`src/rtl/synth_pkg.sv`:
```
// Shared synth definitions: frame timing, table geometry and the
// parameter-update request word.
package synth_pkg;

   localparam int SAMPLE_CYCLE_LENGTH = 2272;
   localparam int NUM_PARTIALS        = 1024;
   localparam int PARAM_WIDTH         = 18;
   localparam int INDEX_WIDTH         = $clog2(NUM_PARTIALS);

   typedef enum logic {
      SEL_INTENSITY = 1'b0,
      SEL_FREQUENCY = 1'b1
   } param_sel_t;

   typedef struct packed {
      param_sel_t             sel;
      logic [INDEX_WIDTH-1:0] index;
      logic [PARAM_WIDTH-1:0] data;
      logic                   last;
   } param_req_t;

endpackage

```
`src/rtl/synth_param_scheduler_if.sv`:
```
// Request handshake between a parameter producer and the scheduler.
interface synth_param_scheduler_if;
   logic       req_valid;
   logic       req_ready;
   logic       req_sel;
   logic [9:0] req_index;
   logic [17:0] req_data;
   logic       req_last;

   modport master (output req_valid, req_sel, req_index, req_data, req_last,
                   input  req_ready);
   modport slave  (input  req_valid, req_sel, req_index, req_data, req_last,
                   output req_ready);
endinterface

```
`src/rtl/synth_param_scheduler_fifo.sv`:
```
// First-word-fall-through request buffer. Besides the usual flags it
// reports how many entries from the head form the first batch, so the
// scheduler can decide whether that batch fits in what is left of the
// write window.
module param_fifo
   import synth_pkg::*;
#(
   parameter  int DEPTH = 16,
   localparam int AW    = $clog2(DEPTH),
   localparam int CW    = AW + 1
) (
   input  logic          clk,
   input  logic          rst_n,
   input  logic          push,
   input  param_req_t    din,
   input  logic          pop,
   output param_req_t    dout,
   output logic          full,
   output logic          empty,
   output logic [CW-1:0] count,
   output logic [CW-1:0] head_len
);

   param_req_t      mem [DEPTH];
   logic [AW-1:0]   wr_ptr, rd_ptr;
   logic            do_push, do_pop;
   logic            found;

   assign full    = (count == CW'(DEPTH));
   assign empty   = (count == '0);
   // A push into a full buffer is fine when the head leaves in the same cycle.
   assign do_pop  = pop && !empty;
   assign do_push = push && (!full || do_pop);
   assign dout    = mem[rd_ptr];

   // Storage array; contents are meaningless outside [rd_ptr, wr_ptr).
   always_ff @(posedge clk) begin
      if (do_push) mem[wr_ptr] <= din;
   end

   // Pointer and occupancy tracking.
   always_ff @(posedge clk or negedge rst_n) begin
      if (!rst_n) begin
         wr_ptr <= '0;
         rd_ptr <= '0;
         count  <= '0;
      end else begin
         if (do_push) wr_ptr <= wr_ptr + AW'(1);
         if (do_pop)  rd_ptr <= rd_ptr + AW'(1);
         case ({do_push, do_pop})
            2'b10:   count <= count + CW'(1);
            2'b01:   count <= count - CW'(1);
            default: count <= count;
         endcase
      end
   end

   // Distance from head to the first stored last=1 entry, inclusive;
   // the whole occupancy when no such entry is stored.
   always_comb begin
      head_len = count;
      found    = 1'b0;
      for (int i = 0; i < DEPTH; i++) begin
         if (!found && (CW'(i) < count) && mem[rd_ptr + AW'(i)].last) begin
            head_len = CW'(i + 1);
            found    = 1'b1;
         end
      end
   end

endmodule

```
`src/rtl/synth_param_scheduler.sv`:
```
// Buffers parameter updates and replays them into the intensity/frequency
// tables only inside the safe part of each sample frame, one batch at a
// time, never letting a batch run past the end of the window.
module synth_param_scheduler #(
   parameter int SAMPLE_CYCLE_LENGTH = synth_pkg::SAMPLE_CYCLE_LENGTH,
   parameter int WIN_START           = 1048,
   parameter int WIN_END             = 2270,
   parameter int FIFO_DEPTH          = 16
) (
   input  logic                    clk,
   input  logic                    rst_n,
   input  logic [11:0]             sample_cycle_count,
   synth_param_scheduler_if.slave  req,
   output logic                    wr_en_int,
   output logic                    wr_en_freq,
   output logic [9:0]              wr_addr,
   output logic [17:0]             wr_data,
   output logic                    busy,
   output logic [4:0]              pending
);

   import synth_pkg::*;

   localparam int AW = $clog2(FIFO_DEPTH);
   localparam int CW = AW + 1;
   // The write for the final pop lands one count later, so the window
   // must end at least one count before the frame wraps.
   localparam int WIN_LAST = (WIN_END < SAMPLE_CYCLE_LENGTH - 1) ? WIN_END
                                                                : SAMPLE_CYCLE_LENGTH - 2;
   localparam logic [12:0] W_START = 13'(WIN_START);
   localparam logic [12:0] W_LAST  = 13'(WIN_LAST);

   typedef enum logic [1:0] {IDLE, WAIT_WIN, WRITE} state_t;

   state_t          state, state_n;
   param_req_t      din, dout;
   logic            push, pop, full, empty;
   logic [CW-1:0]   count, head_len, batch_len;
   logic [CW-1:0]   rem, rem_n;
   logic [CW-1:0]   complete_batches;
   logic            batch_rdy, more, in_win, fits;
   logic [12:0]     scc, room;

   assign req.req_ready = !full;
   assign push          = req.req_valid && !full;
   assign din           = '{sel:   param_sel_t'(req.req_sel),
                            index: req.req_index,
                            data:  req.req_data,
                            last:  req.req_last};

   param_fifo #(.DEPTH(FIFO_DEPTH)) u_fifo (
      .clk      (clk),
      .rst_n    (rst_n),
      .push     (push),
      .din      (din),
      .pop      (pop),
      .dout     (dout),
      .full     (full),
      .empty    (empty),
      .count    (count),
      .head_len (head_len)
   );

   // Number of terminated batches sitting in the buffer.
   always_ff @(posedge clk or negedge rst_n) begin
      if (!rst_n) begin
         complete_batches <= '0;
      end else begin
         case ({push && din.last, pop && dout.last})
            2'b10:   complete_batches <= complete_batches + CW'(1);
            2'b01:   complete_batches <= complete_batches - CW'(1);
            default: complete_batches <= complete_batches;
         endcase
      end
   end

   // A full buffer with no terminator is flushed as one forced batch.
   assign batch_rdy = !empty && ((complete_batches != '0) || full);
   assign batch_len = (complete_batches == '0) ? CW'(FIFO_DEPTH) : head_len;
   // Whether a batch remains once the entry now at the head has left.
   assign more      = dout.last ? (complete_batches > CW'(1)) : (complete_batches != '0);

   assign scc    = {1'b0, sample_cycle_count};
   assign in_win = (scc >= W_START) && (scc <= W_LAST);
   assign room   = W_LAST - scc + 13'd1;
   assign fits   = in_win && (room >= 13'(batch_len));

   // State and remaining-entry counter.
   always_ff @(posedge clk or negedge rst_n) begin
      if (!rst_n) begin
         state <= IDLE;
         rem   <= '0;
      end else begin
         state <= state_n;
         rem   <= rem_n;
      end
   end

   // Next state and pop. The first entry pops in the same cycle the fit
   // check passes, so the first write appears one count after window entry.
   always_comb begin
      state_n = state;
      rem_n   = rem;
      pop     = 1'b0;
      case (state)
         IDLE: begin
            if (batch_rdy) state_n = WAIT_WIN;
         end
         WAIT_WIN: begin
            if (!batch_rdy) begin
               state_n = IDLE;
            end else if (fits) begin
               pop = 1'b1;
               if (batch_len == CW'(1)) begin
                  state_n = more ? WAIT_WIN : IDLE;
               end else begin
                  state_n = WRITE;
                  rem_n   = batch_len - CW'(1);
               end
            end
         end
         WRITE: begin
            pop   = !empty;
            rem_n = rem - CW'(1);
            if (rem == CW'(1)) state_n = more ? WAIT_WIN : IDLE;
         end
         default: state_n = IDLE;
      endcase
   end

   // Registered table write port, one cycle behind the pop.
   always_ff @(posedge clk or negedge rst_n) begin
      if (!rst_n) begin
         wr_en_int  <= 1'b0;
         wr_en_freq <= 1'b0;
         wr_addr    <= '0;
         wr_data    <= '0;
      end else begin
         wr_en_int  <= pop && (dout.sel == SEL_INTENSITY);
         wr_en_freq <= pop && (dout.sel == SEL_FREQUENCY);
         if (pop) begin
            wr_addr <= dout.index;
            wr_data <= dout.data;
         end
      end
   end

   assign busy    = (state == WRITE);
   assign pending = 5'(count);

endmodule
```
`src/flat_wrapper.sv`:
```
// flat-port wrapper written by rule: the top's interface ports become plain ports
module synth_param_scheduler_flat import synth_pkg::*;
#(
   parameter int SAMPLE_CYCLE_LENGTH = synth_pkg::SAMPLE_CYCLE_LENGTH,
   parameter int WIN_START           = 1048,
   parameter int WIN_END             = 2270,
   parameter int FIFO_DEPTH          = 16
)
  (clk, rst_n, sample_cycle_count, wr_en_int, wr_en_freq, wr_addr, wr_data, busy, pending, req_req_valid, req_req_sel, req_req_index, req_req_data, req_req_last, req_req_ready);
  synth_param_scheduler_if req_i ();
  input  logic clk;
  input  logic rst_n;
  input  logic [11:0] sample_cycle_count;
  output logic wr_en_int;
  output logic wr_en_freq;
  output logic [9:0] wr_addr;
  output logic [17:0] wr_data;
  output logic busy;
  output logic [4:0] pending;
  input wire logic [$bits(req_i.req_valid)-1:0] req_req_valid;
  input wire logic [$bits(req_i.req_sel)-1:0] req_req_sel;
  input wire logic [$bits(req_i.req_index)-1:0] req_req_index;
  input wire logic [$bits(req_i.req_data)-1:0] req_req_data;
  input wire logic [$bits(req_i.req_last)-1:0] req_req_last;
  output wire logic [$bits(req_i.req_ready)-1:0] req_req_ready;
  assign req_i.req_valid = req_req_valid;
  assign req_i.req_sel = req_req_sel;
  assign req_i.req_index = req_req_index;
  assign req_i.req_data = req_req_data;
  assign req_i.req_last = req_req_last;
  assign req_req_ready = req_i.req_ready;
  synth_param_scheduler #(.SAMPLE_CYCLE_LENGTH(SAMPLE_CYCLE_LENGTH), .WIN_START(WIN_START), .WIN_END(WIN_END), .FIFO_DEPTH(FIFO_DEPTH)) u_core (.clk(clk), .rst_n(rst_n), .sample_cycle_count(sample_cycle_count), .req(req_i), .wr_en_int(wr_en_int), .wr_en_freq(wr_en_freq), .wr_addr(wr_addr), .wr_data(wr_data), .busy(busy), .pending(pending));
endmodule
```
`config.mk`:
```
export PLATFORM = sky130hd
export DESIGN_NAME = synth_param_scheduler_flat
export DESIGN_NICKNAME = d
export VERILOG_FILES = /design/src/rtl/synth_pkg.sv /design/src/rtl/synth_param_scheduler_if.sv /design/src/rtl/synth_param_scheduler_fifo.sv /design/src/rtl/synth_param_scheduler.sv /design/src/flat_wrapper.sv
export SDC_FILE = /design/constraint.sdc
export NUM_CORES = 1
export LEC_CHECK = 0
export ABC_AREA = 1
export CORE_AREA = 2 2 208 210
export DETAILED_ROUTE_END_ITERATION = 10
export DIE_AREA = 0 0 210 212
export GPL_ROUTABILITY_DRIVEN = 0
export PLACE_DENSITY_LB_ADDON = 0.05
export SYNTH_ARGS = -nofsm -noshare
export SYNTH_HDL_FRONTEND = slang
export SYNTH_SLANG_ARGS = --single-unit
```
`constraint.sdc`:
```
create_clock -name clk -period 7.2 [get_ports clk]
set_clock_uncertainty 0.2 [all_clocks]
set_input_delay 2.16 -clock clk [delete_from_list [all_inputs] [get_ports clk]]
set_output_delay 2.16 -clock clk [all_outputs]
set_load 0.05 [all_outputs]
```
==> results <==
-- sequential cells by signal (all words and copies together) (netlist names) --
register and cells:
u_core.wr_en_int 1, u_core.state 2, u_core.u_fifo.mem 480, u_core.u_fifo.wr_ptr 4, u_core.wr_addr 10, u_core.u_fifo.rd_ptr 4, u_core.complete_batches 5, u_core.wr_data 18
u_core.wr_en_freq 1, u_core.u_fifo.count 5, u_core.rem 5
-- worst paths after layout --
check / start / to / slack (ns) / cells after the start
worst max-delay path: u_core.u_fifo.rd_ptr[1]$_DFFE_PN0P_ / u_core.complete_batches[3]$_DFFE_PN0P_ / 0.87 / 36
max in group asynchronous: rst_n / u_core.u_fifo.rd_ptr[0]$_DFFE_PN0P_ / 4.61 / 1
worst max register to register: u_core.u_fifo.rd_ptr[1]$_DFFE_PN0P_ / u_core.complete_batches[3]$_DFFE_PN0P_ / 0.87 / 36
worst min register to register: u_core.wr_data[17]$_DFFE_PN0N_ / u_core.wr_data[17]$_DFFE_PN0N_ / 0.28 / 2
min in group asynchronous: rst_n / u_core.wr_addr[1]$_DFFE_PN0N_ / 1.51 / 1
worst min-delay path: u_core.wr_data[17]$_DFFE_PN0N_ / u_core.wr_data[17]$_DFFE_PN0N_ / 0.28 / 2
-- per-layer routing --
metal,track usage,part of all wire
met1,0.3778,0.44
met2,0.4290,0.47
met3,0.03973,0.065
met4,0.07435,0.025
met5,0,0
-- cell usage in the layout, fill, tap and decap left out, types with 15 or more instances in the layout --
| cell | Yosys | routed |
|---|---|---|
| o22ai_1 | 118 | 118 |
| clkbuf_16 | 0 | 55 |
| dfrtp_1 | 55 | 53 |
| inv_1 | 89 | 89 |
| o21ai_0 | 288 | 288 |
| buf_4 | 4 | 30 |
| xor2_1 | 17 | 17 |
| edfxtp_1 | 480 | 480 |
| nor2_4 | 3 | 22 |
| a221oi_1 | 28 | 28 |
| nand3_2 | 15 | 15 |
| ha_1 | 36 | 36 |
| nand3_1 | 103 | 103 |
| clkdlybuf4s50_1 | 0 | 80 |
| clkbuf_1 | 85 | 15 |
| nand2_1 | 176 | 175 |
| a22o_1 | 28 | 28 |
| nor2_1 | 294 | 275 |
-- power by group through the flow --
stage | Combinational (W) | Clock, W | Sequential, W
2_1_floorplan | 0.00335 | 0 | 0.00431
3_3_place_gp | 0.00502 | 0 | 0.00410
3_5_place_dp | 0.00507 | 0 | 0.00411
4_1_cts | 0.00509 | 0.00268 | 0.00405
5_1_grt | 0.00567 | 0.00279 | 0.00409
6_report | 0.00511 | 0.00264 | 0.00405
-- metrics by stage --
step / hold slack (ns) / area [um^2] / power [W]
2_1_floorplan: 0.2641 / 22900 / 0.007662
3_3_place_gp: 0.2660 / 24320 / 0.009113
3_5_place_dp: 0.2723 / 24320 / 0.009178
4_1_cts: 0.2875 / 25950 / 0.01182
5_1_grt: 0.3086 / 25950 / 0.01254
6_report: 0.2824 / 25950 / 0.01181
-- final cells by class --
cell class                 count  area [um^2]
timing repair buffer         110         1026
clock inverter                24        185.2
multi-input combinational   1188         6447
clock buffer                  71         1446
fill                        3355        16560
inverter                      95        364.1
tap                          546        683.2
sequential                   535        15800
-- cell families after synthesis --
logic type,share of synthesized area
XOR/XNOR,0.008415
flip-flops,0.6896
adder cells (fa/ha/maj),0.01967
AO/OA/AOI/OAI,0.1260
AND/OR/NAND/NOR,0.1211
buffers and inverters,0.03519
-- worst min-delay path: cells and delay by family (launching register included) --
| family | cells | cell delay [ns] |
|---|---|---|
| DFF | 1 | 0.34 |
| AOI/OAI and AO/OA | 1 | 0.06 |
| and+or+nand+nor | 1 | 0.05 |
==> summary.md <==
| Metric | Value |
|---|---|
| Die footprint | `roughly 45000 um^2` |
| CP endpoint kind | `flop` |
| Max_cap viols | `0` |
| Static leakage | `between 9 and 10 nW` |
| Status | `finished clean` |
| Reg power frac | `0.343` |
| Hold_buf cts | `0` |
| Post-Layout Cell Count | `2569` |
| Grt ovf | `0` |
| Clock transition at path regs | `~0.06 ns` |
| Cell area after synthesis | `22900 um^2` |
| FFs w/ async S/R, synth | `0.1028` |
| Wire per inst | `22.81 um` |
| Max clock buf depth | `3` |
| Worst min path class | `reg2reg` |
| Post-synth cell types | `46` |
| Largest net degree at the start of global routing | `96` |
| Combinational share of power | `0.433` |
| Setup ws final | `roughly 0.87 ns` |
| Iter 0 DRT Violations | `between 1.5k and 2k` |
| Syn nets | `2004` |
| Fin Setup TNS | `0 ns` |
| Final number of hold-violating endpoints | `0` |
| H-tree depth | `2` |
| DP Wirelength | `roughly 32 mm` |
| Initial antenna violation count | `0` |
| Fmax | `0.1580 GHz` |
| Buf+Inv Stages, Crit Path | `5` |
| Ys flop type | `edfxtp_1` |
| Area Growth Syn to Fin | `13.33%` |
| Worst-path fanout max | `36` |
| Final Max Slew Viols | `0` |
| GRT Total Usage | `0.2649` |
| First-pass GRT wire length | `a little under 90 mm` |
| I/O Buffers | `81` |
| WP data arrival | `~6.6 ns` |
| Post-DRT Antenna Nets | `0` |
| Total Wirelength | `58.59 mm` |
| Num CTS Buffers | `54` |
| Top cells by area, synth | `edfxtp_1 63%, o21ai_0 6.3%, dfrtp_1 6.0%, nor2_1 4.8%, o22ai_1 3.2%` |
| Post-CTS Setup Bufs | `0` |
| Post-synthesis sequential area ratio | `0.6896` |
| Initial Util | `0.5387` |
| Post-Syn Instances | `~1.9k` |
| Synthesized flop and latch total | `about 540` |
| Root Buffer | `clkbuf_16` |
| Sw frac | `0.4172` |
| Top Ports | `just over 80` |
| Vias in the first global route | `between 10k and 15k` |
| Vias after detailed routing | `roughly 15k` |
| Drc violations | `0` |
| Clock sink count | `roughly 540` |
| Dpl ws | `0.9548 ns` |
| Net total in the final layout | `around 2.1k` |
| Fraction of layout cells with a size suffix above 1 | `0.08008` |
| PD cells | `~450 nW/um^2` |
| Crit path launch type | `flop` |
| CP max stage cell | `dfrtp_4` |
| Cell internal pwr | `between 0.006 and 0.007 W` |
| NetSw | `between 0.004 and 0.005 W` |
| CP peak stage delay | `0.66 ns` |
| Via-to-Cell Ratio | `between 6 and 7` |
| RSZ-0062 raised after global routing | `no` |
| EDFF count, synth | `480` |
| DRT Pass-1 Iters | `5` |
| TritonCTS clock tree | `built` |
| Die Ht | `around 210 um` |
| Post-synth top cells | `480 x edfxtp_1, 294 x nor2_1, 288 x o21ai_0, 176 x nand2_1, 118 x o22ai_1` |
| Final worst-path cycle share | `0.8789` |
| Placed Instances | `roughly 2.5k` |
| Util after Layout | `0.6105` |
| Min Tclk post-route | `~6.3 ns` |
| Slew HR | `0.1777` |
| Diodes inserted | `0` |
| Synthesized area per cell | `between 10 and 15 um^2` |
| Kind of critical path | `reg2reg` |
| Row count | `76` |
| WP data required | `between 7 and 8 ns` |
| Synth Warn # | `0` |
| Yosys top cell by area | `edfxtp_1` |
| Maximum vdd drop | `around 0.26 mV` |
| Count leader, synth | `edfxtp_1` |
| Post-CTS sizing | `0` |
| Core ar. | `roughly 43000 um^2` |
| Area fraction of the dominant cell type after synthesis | `0.6295` |
| Clk_lat worst skew | `0.59 ns` |
| Critical path's top delay family | `simple AND/OR/NAND/NOR gates` |
| Final setup viols | `0` |
| Chip Width | `roughly 210 um` |
| Actual slew at the worst max-slew pin | `approximately 1.2 ns` |
| Clock Power Share | `0.224` |
Note: power is estimated with default switching activity, not from simulation.
